File: src/rtl/get_data_pkg.sv
// ---------------------------------------------------------------------------
// get_data_pkg
// Shared types and default parameter constants for the get_data pipe.
//   state_t : FSM states of get_data_pipe
//   tag_t   : marker travelling alongside each ROM read, telling the
//             returning data which output register(s) it belongs to
//   tag_has_k / tag_has_l : decode a returning tag
// ---------------------------------------------------------------------------
package get_data_pkg;

    localparam int DEF_IDX_W   = 7;
    localparam int DEF_Z_W     = 3;
    localparam int DEF_ADDR_W  = 12;
    localparam int DEF_DATA_W  = 32;
    localparam int DEF_ROM_LAT = 1;

    typedef enum logic [2:0] {
        ST_IDLE,
        ST_RD_K,
        ST_RD_L,
        ST_WAIT,
        ST_OUT
    } state_t;

    // TAG_KL marks a single read whose word serves both k and l.
    typedef enum logic [1:0] {
        TAG_NONE,
        TAG_K,
        TAG_L,
        TAG_KL
    } tag_t;

    function automatic logic tag_has_k(input tag_t t);
        return (t == TAG_K) || (t == TAG_KL);
    endfunction

    function automatic logic tag_has_l(input tag_t t);
        return (t == TAG_L) || (t == TAG_KL);
    endfunction

endpackage

File: src/rtl/rom_rd_tracker.sv
// ---------------------------------------------------------------------------
// rom_rd_tracker
// LAT-deep shift register of read tags. A tag entering with a ROM request
// leaves exactly LAT cycles later, aligned with the ROM's read data.
// Ports:
//   clk   : clock, rising edge
//   rst   : synchronous active-high reset, clears every stage to TAG_NONE
//   i_tag : tag of the read issued this cycle (TAG_NONE if no read)
//   o_tag : tag matching the rom_rdata present this cycle
// LAT must lie in 1..4.
// ---------------------------------------------------------------------------
module rom_rd_tracker
    import get_data_pkg::*;
#(
    parameter int LAT = DEF_ROM_LAT
) (
    input  logic clk,
    input  logic rst,
    input  tag_t i_tag,
    output tag_t o_tag
);

    tag_t r_tag [LAT];

    // NOTE: this pipeline is reset even though it is only a shift register,
    // because it carries control: a tag surviving reset would steer late ROM
    // data into the output registers after the tuple was discarded.
    always_ff @(posedge clk) begin
        if (rst) begin
            for (int n = 0; n < LAT; n++) begin
                r_tag[n] <= TAG_NONE;
            end
        end else begin
            r_tag[0] <= i_tag;
            for (int n = 1; n < LAT; n++) begin
                r_tag[n] <= r_tag[n-1];
            end
        end
    end

    assign o_tag = r_tag[LAT-1];

endmodule

File: src/rtl/get_data_pipe.sv
// ---------------------------------------------------------------------------
// get_data_pipe
// Accepts a (i, z, k, l) tuple, reads ROM words at k and l and presents
// them with the echoed tuple on a valid/ready output. An empty interval
// (k > l) skips the ROM and is reported through out_empty.
// Optional feature macro: GET_DATA_SAME_ADDR_EN -- when defined, k == l
// issues a single ROM read whose word is written to both data outputs.
// Ports:
//   clk, rst                      : clock, synchronous active-high reset
//   in_valid/in_ready             : tuple handshake (ready only in IDLE)
//   in_i/in_z/in_k/in_l           : tuple
//   rom_en/rom_addr/rom_rdata     : ROM port, data ROM_LAT cycles after en
//   out_valid/out_ready           : result handshake
//   out_i/out_z/out_k/out_l       : echoed tuple
//   out_data_k/out_data_l         : ROM words at k and l
//   out_empty                     : k > l
//   busy                          : FSM not in IDLE
// ---------------------------------------------------------------------------
module get_data_pipe
    import get_data_pkg::*;
#(
    parameter int IDX_W   = DEF_IDX_W,
    parameter int Z_W     = DEF_Z_W,
    parameter int ADDR_W  = DEF_ADDR_W,
    parameter int DATA_W  = DEF_DATA_W,
    parameter int ROM_LAT = DEF_ROM_LAT
) (
    input  logic              clk,
    input  logic              rst,
    input  logic              in_valid,
    output logic              in_ready,
    input  logic [IDX_W-1:0]  in_i,
    input  logic [Z_W-1:0]    in_z,
    input  logic [ADDR_W-1:0] in_k,
    input  logic [ADDR_W-1:0] in_l,
    output logic              rom_en,
    output logic [ADDR_W-1:0] rom_addr,
    input  logic [DATA_W-1:0] rom_rdata,
    output logic              out_valid,
    input  logic              out_ready,
    output logic [IDX_W-1:0]  out_i,
    output logic [Z_W-1:0]    out_z,
    output logic [ADDR_W-1:0] out_k,
    output logic [ADDR_W-1:0] out_l,
    output logic [DATA_W-1:0] out_data_k,
    output logic [DATA_W-1:0] out_data_l,
    output logic              out_empty,
    output logic              busy
);

    state_t              r_state;
    state_t              w_next;
    logic [IDX_W-1:0]    r_i;
    logic [Z_W-1:0]      r_z;
    logic [ADDR_W-1:0]   r_k;
    logic [ADDR_W-1:0]   r_l;
    logic [DATA_W-1:0]   r_data_k;
    logic [DATA_W-1:0]   r_data_l;
    logic                r_empty;
    logic                w_accept;
    logic                w_same;
    tag_t                w_tag_issue;
    tag_t                w_tag_ret;

    assign w_accept = in_valid & in_ready;

`ifdef GET_DATA_SAME_ADDR_EN
    assign w_same = (r_k == r_l);
`else
    assign w_same = 1'b0;
`endif

    rom_rd_tracker #(
        .LAT (ROM_LAT)
    ) u_tracker (
        .clk   (clk),
        .rst   (rst),
        .i_tag (w_tag_issue),
        .o_tag (w_tag_ret)
    );

    // NOTE: state registers use non-blocking assignments so every flop
    // samples pre-edge values regardless of process evaluation order.
    always_ff @(posedge clk) begin
        if (rst) begin
            r_state <= ST_IDLE;
        end else begin
            r_state <= w_next;
        end
    end

    // NOTE: every signal driven here gets a default before the case, so no
    // path leaves it unassigned and no latch is inferred.
    always_comb begin
        w_next      = r_state;
        in_ready    = 1'b0;
        rom_en      = 1'b0;
        rom_addr    = '0;
        w_tag_issue = TAG_NONE;
        case (r_state)
            ST_IDLE: begin
                in_ready = 1'b1;
                if (in_valid) begin
                    if (in_k > in_l) begin
                        w_next = ST_OUT;
                    end else begin
                        w_next = ST_RD_K;
                    end
                end
            end
            ST_RD_K: begin
                rom_en   = 1'b1;
                rom_addr = r_k;
                if (w_same) begin
                    w_tag_issue = TAG_KL;
                    w_next      = ST_WAIT;
                end else begin
                    w_tag_issue = TAG_K;
                    w_next      = ST_RD_L;
                end
            end
            ST_RD_L: begin
                rom_en      = 1'b1;
                rom_addr    = r_l;
                w_tag_issue = TAG_L;
                w_next      = ST_WAIT;
            end
            ST_WAIT: begin
                // The l word is always the last to return, so its arrival
                // completes the result.
                if (tag_has_l(w_tag_ret)) begin
                    w_next = ST_OUT;
                end
            end
            ST_OUT: begin
                if (out_ready) begin
                    w_next = ST_IDLE;
                end
            end
            default: begin
                w_next = ST_IDLE;
            end
        endcase
    end

    // Tuple and result registers. They only change on acceptance or when a
    // tagged word returns, neither of which can happen in OUT, so the
    // outputs hold while stalled.
    always_ff @(posedge clk) begin
        if (rst) begin
            r_i      <= '0;
            r_z      <= '0;
            r_k      <= '0;
            r_l      <= '0;
            r_data_k <= '0;
            r_data_l <= '0;
            r_empty  <= 1'b0;
        end else begin
            if (w_accept) begin
                r_i      <= in_i;
                r_z      <= in_z;
                r_k      <= in_k;
                r_l      <= in_l;
                r_data_k <= '0;
                r_data_l <= '0;
                r_empty  <= (in_k > in_l);
            end
            if (tag_has_k(w_tag_ret)) begin
                r_data_k <= rom_rdata;
            end
            if (tag_has_l(w_tag_ret)) begin
                r_data_l <= rom_rdata;
            end
        end
    end

    assign out_valid  = (r_state == ST_OUT);
    assign busy       = (r_state != ST_IDLE);
    assign out_i      = r_i;
    assign out_z      = r_z;
    assign out_k      = r_k;
    assign out_l      = r_l;
    assign out_data_k = r_data_k;
    assign out_data_l = r_data_l;
    assign out_empty  = r_empty;

endmodule

File: config.mk
export PLATFORM = sky130hd
export DESIGN_NAME = get_data_pipe
export DESIGN_NICKNAME = d
export VERILOG_FILES = /design/src/rtl/get_data_pkg.sv /design/src/rtl/rom_rd_tracker.sv /design/src/rtl/get_data_pipe.sv
export SDC_FILE = /design/constraint.sdc
export NUM_CORES = 1
export LEC_CHECK = 0
export ABC_AREA = 1
export CAP_MARGIN = 10
export CORE_MARGIN = 2
export CORE_UTILIZATION = 42
export CTS_CLUSTER_SIZE = 16
export DETAILED_ROUTE_END_ITERATION = 10
export GPL_ROUTABILITY_DRIVEN = 0
export PLACE_DENSITY = 0.92
export RECOVER_POWER = 25
export SETUP_SLACK_MARGIN = 0.1
export SYNTH_ARGS = -nofsm -noshare
export SYNTH_HDL_FRONTEND = slang
export SYNTH_HIERARCHICAL = 1
export SYNTH_SLANG_ARGS = --single-unit
File: constraint.sdc
create_clock -name clk -period 1.8 [get_ports clk]
set_input_delay 0.36 -clock clk [delete_from_list [all_inputs] [get_ports clk]]
set_output_delay 0.36 -clock clk [all_outputs]
set_load 0.02 [all_outputs]
---- After elaboration in Yosys (flattened, before gate mapping) ----
Memories as Yosys holds them, arrays and structs flattened.
Cells that the tools add are included.
storage, ports and cells
  flip-flop bits (word level) ............. 102
  memory bits (writable) .................. 2
  input port bits ......................... 70
  output and inout port bits .............. 115
  logic and storage cells ................. 47
  memories kept ........................... 1
memory list
  name             words  bits a word  read ports  clocked after Yosys merged registers in  wr ports  line                  RTL
  u_tracker.r_tag  1      2            1           0                                        1         rom_rd_tracker.sv:23  tag_t r_tag [LAT];
operators by class
  $lt $le $gt $ge ......................... 1
  equality and inequality tests ........... 10
  multiplexer cells ....................... 17
  bitwise logic cells ..................... 1
  reduce and logical (&&, ||, !) cells .... 9
operators by type and width
  operator                                       count
  two-way mux 32 bit                             3
  one-hot mux 12 bit (2 select lines)            1
  one-hot mux 3 bit (5 select lines)             1
  greater-than comparator 12 bit                 1
  two-way mux 3 bit                              4
  == test 3 x 2 -> 1 bit, second input constant  2
  two-way mux 1 bit                              6
  == test 2 bit, second input constant           2
  != test 2 bit, second input constant           2
  one-hot mux 2 bit (2 select lines)             1
  nonzero test 2 bit                             2
  OR reduction 2 bit                             2
  == test 3 x 1 -> 1 bit, second input constant  1
  == test 3 bit, second input constant           1
  zero test 3 bit                                1
  AND reduction 3 bit                            1
  nonzero test 3 bit                             1
  == test 2 x 1 -> 1 bit, second input constant  1
  logical OR 1 bit                               2
  two-way mux 2 bit                              1
  != test 2 x 1 -> 1 bit, second input constant  1
  AND 1 bit                                      1

---- Longest topological paths before layout ----
Gate-level depths: netlist of the first run.
  depth after elaboration ................. 5
  mapped depth ............................ 14
  mapped depth without buffers ............ 14

---- Modules after synthesis ----
Netlist of the first run, hierarchy kept.
by module, submodules not included
  module          times used  cells each  area an instance (µm²)  seq. area each (µm²)
  get_data_pipe   1           540         4,149.0                 2,042.0
  rom_rd_tracker  1           6           55.1                    40.0

---- Worst setup path before layout of the first run ----
Ideal clock, no wire load.
  kind .................................... register to output
  start point ............................. register r_state[0]
  end point ............................... output rom_addr[10]
  arrival ................................. 1.252 ns
  required time ........................... 1.440 ns
  path slack .............................. 0.188 ns
  cell stages (with the launch flop) ...... 6
  path buffers ............................ 1
  path through ............................ dfxtp_1 inv_1 nor3_1 inv_1 buf_2 o22ai_1
between the ends
  word-level cells in the longest chain between the ends .. 2
  elaborated cells between the ends (all ways) .. 3
  classes of those cells .................. eq/ne (2); mux (1)
RTL lines
  item                                                                     line                  RTL
  from (decl)                                                              get_data_pipe.sv:51   state_t r_state;
  from (signal assigned)                                                   get_data_pipe.sv:88   r_state <= w_next;
  == test 3 x 2 -> 1 bit / == test 3 x 1 -> 1 bit (equally long branches)  get_data_pipe.sv:100  case (r_state)
  one-hot mux 12 bit (2 select lines) *                                    get_data_pipe.sv:100
  to (decl)                                                                get_data_pipe.sv:37   output logic [ADDR_W-1:0] rom_addr,
Mark *: on every way between the ends. The rest lies on a longest branch, timed or not.

---- Worst setup path in the final report of the first run ----
  start point ............................. register r_state[2]
  end point ............................... output rom_addr[9]
The elaborated chain is that of the path after synthesis.

==> flow_metrics.py, run 1 <==
metrics = {
    "cells_and_area": {
        "syn_to_final_growth_pct": 67.8,
        "layout_commonest_cell": "dfxtp_1",
        "drive_above_1_share": 0.180,
        "mostFrequentLayoutCells": "dfxtp_1, a21oi_1, nand2_1",
        "n_fill_cell": 713,
        "nets": 828,
        "diodes": 0,
    },
    "power_and_ir_drop": {
        "p_per_area_nw_per_um2": 1150,
        "finalPower_uw": 8140,
        "leakage_uw": 0.00387,
        "irDropWorstVdd_mv": 0.628,
    },
    "logic_synthesis": {
        "synth-main-ff-cell": "dfxtp_1",
        "syn_area_um2": 4200,
        "ys_warn_count": 6,
        "syn-num-nets": 628,
        "synth_cell_types": 23,
        "synth_edf_count": 0,
        "synthArstFlopShare": 0,
        "avgSynthCellArea_um2": 7.70,
        "ys_seq_area_frac": 0.495,
        "ys_ff_latch": 104,
        "syn-instance-count": 546,
    },
    "floorplanning": {
        "rows": 36,
        "dieArea_um2": 10800,
        "die-height_um": 104,
        "core_um2": 9730,
        "die_w_um": 104,
        "ios": 185,
        "initial_core_util": 0.432,
    },
    "sta": {
        "max_slew_margin": 0.758,
        "hold_viol_final": 0,
        "drv_slew": 0,
        "fmax_ghz": 0.530,
        "fin_ws_ns": -0.0868,
        "fin_crit_sh": 1.05,
        "rsz0062_at_grt": "true",
        "setup_viol": 13,
        "fin_crit_ns": 1.89,
        "tightestPinTransition_ns": 0.360,
        "hold_ws_ns": 0.302,
        "skew_ns": 0.0158,
    },
    "worst_setup_path": {
        "critPathLaunchType": "flop",
        "cp_max_fo": 7,
        "crit_type": "reg2out",
        "cp.required_ns": 1.44,
        "critPathArrivalTime_ns": 1.53,
        "crit_path_end_kind": "primary output",
    },
    "min_path": {
        "hp-class": "in2reg",
    },
    "status": {
        "violations": "negative setup slack",
        "status": "finished, violations left",
    },
    "drt": {
        "vias_per_cell": 5.35,
        "drtAntennaViolNets": 0,
        "remaining_drc_errors": 0,
        "dr_total_vias": 4730,
        "wirelength_mm": 15.2,
        "dr.pass1.iters": 7,
        "dr.first_iter.drc_count": 301,
        "routedWlPerCell_um": 17.2,
    },
    "run": {
        "drv_cap": 0,
    },
    "clocking": {
        "cts_root_buf": "clkbuf_8",
        "htreeDepth": 3,
        "numCtsBuffers": 9,
        "clkLatencyLatePin_ns": 0.36,
        "cts_max_path_buffers": 2,
        "cts_sinks": 104,
        "clkTransAtPathRegs_ns": 0.10,
        "tritoncts": "built",
    },
    "grt": {
        "grt_max_degree": 70,
        "track_usage": 0.249,
        "grt-ovfl-total": 0,
        "grt_pass1_wl_mm": 22.3,
        "antenna_found_initial": 0,
        "grt_pass1_vias": 4664,
    },
    "placed_design": {
        "port_buffers": 184,
        "dp_hpwl_mm": 9.61,
    },
}
[Yosys cell counts (2+ instances only)]
| master | number | area share |
|---|---|---|
| o22ai_1 | 12 | 0.018 |
| nand4_1 | 2 | 0.0030 |
| nand3_1 | 66 | 0.079 |
| ha_1 | 12 | 0.036 |
| nand2_1 | 87 | 0.078 |
| buf_6 | 3 | 0.0080 |
| buf_1 | 3 | 0.0027 |
| dfxtp_1 | 104 | 0.50 |
| buf_2 | 12 | 0.014 |
| a21oi_1 | 93 | 0.11 |
| nor2_1 | 27 | 0.024 |
| clkbuf_1 | 22 | 0.020 |
| inv_1 | 56 | 0.050 |
| nor3_1 | 4 | 0.0048 |
| o21ai_0 | 35 | 0.042 |
[metal layers]
layer,part of all wire,global-route usage,vias up
li1,-,-,2209
met4,0.038,0.114,0
met5,0,0,-
met1,0.38,0.281,2241
met2,0.52,0.449,231
met3,0.060,0.0501,49
[flip-flops by register name (all words and copies together), names as in the netlist]
register	cells
out_z	3
r_state	3
out_empty	1
out_i	7
out_l	12
out_k	12
u_tracker/r_tag	2
out_data_l	32
out_data_k	32
[worst paths after layout]
path	cells past startpoint	slack [ns]	start	end
max	5	-0.09	r_state[2]$_SDFFE_PP0P_	rom_addr[9]
min	3	0.30	in_l[8]	out_l[8]$_SDFFE_PP0P_
max reg2reg	9	0.13	r_state[0]$_SDFFE_PP0P_	r_state[2]$_SDFFE_PP0P_
min reg2reg	2	0.48	out_data_k[14]$_SDFFE_PP0P_	out_data_k[14]$_SDFFE_PP0P_
[per-stage QoR]
stage | std cells | TNS (ns) | util | area (µm²) | worst slack, ns
floorplan | 546 | 0 | - | 4200 | 0.188
global placement | 860 | -2.37 | 0.652 | 6350 | -0.206
detailed placement | 860 | -3.99 | 0.652 | 6350 | -0.298
CTS | 881 | -0.542 | 0.682 | 6640 | -0.0499
global route | 884 | -1.29 | 0.725 | 7060 | -0.126
finish | 884 | -0.743 | 0.725 | 7060 | -0.0868
[where the power goes]
group	switching [µW]	internal (µW)
clock	814	511
combinational	2290	1570
sequential	256	2700
total	3360	4780
[repair_timing]
| action | in CTS | in global routing |
|---|---|---|
| cloned | 0 | 0 |
| pin swaps | 2 | 10 |
| resized for setup | 148 | 124 |
| buffers inserted | 5 | 3 |
| setup endpoints to repair | 51 | 76 |
| hold buffers | 0 | 0 |
[worst max-delay path, cell delays in order, from the launching register on]
cell	delay, ns
dfxtp_4	0.38
nor3_4	0.23
inv_2	0.10
buf_8	0.16
o22ai_2	0.17
buf_6	0.14
[kinds of logic after synthesis]
logic type / after synthesis / synth area share
buf+inv: 97 / 0.0955
simple gates: 190 / 0.198
compound gates: 143 / 0.175
fa+ha+maj: 12 / 0.0357
flops: 104 / 0.495
[final cells by class]
type	count	area, µm²	share of cell area
timing repair buffer	229	2390	0.339
sequential	104	2090	0.297
multi-input combinational	345	2020	0.286
inverter	57	214	0.0303
tap	133	166	0.0236
clock buffer	10	128	0.0181
clock inverter	6	42.5	0.00603
(Power assumes the default switching activity.)
==> inputs of run 2 (changes only) <==
--- a/config.mk
+++ b/config.mk
@@ -11,9 +11,8 @@
 export CORE_UTILIZATION = 42
 export CTS_CLUSTER_SIZE = 16
 export DETAILED_ROUTE_END_ITERATION = 10
-export GPL_ROUTABILITY_DRIVEN = 0
 export PLACE_DENSITY = 0.92
-export RECOVER_POWER = 25
+export RECOVER_POWER = 50
 export SETUP_SLACK_MARGIN = 0.1
 export SYNTH_ARGS = -nofsm -noshare
 export SYNTH_HDL_FRONTEND = slang
==> results of run 2 <==
The final DEF is identical to that of run 1; final timing and power are the same.
==> inputs of run 3 (changes only) <==
--- a/config.mk
+++ b/config.mk
@@ -14,6 +14,7 @@
 export PLACE_DENSITY = 0.92
 export RECOVER_POWER = 50
 export SETUP_SLACK_MARGIN = 0.1
+export SKIP_LAST_GASP = 1
 export SYNTH_ARGS = -nofsm -noshare
 export SYNTH_HDL_FRONTEND = slang
 export SYNTH_HIERARCHICAL = 1
==> results of run 3 <==
The final DEF is identical to that of run 1; final timing and power are the same.
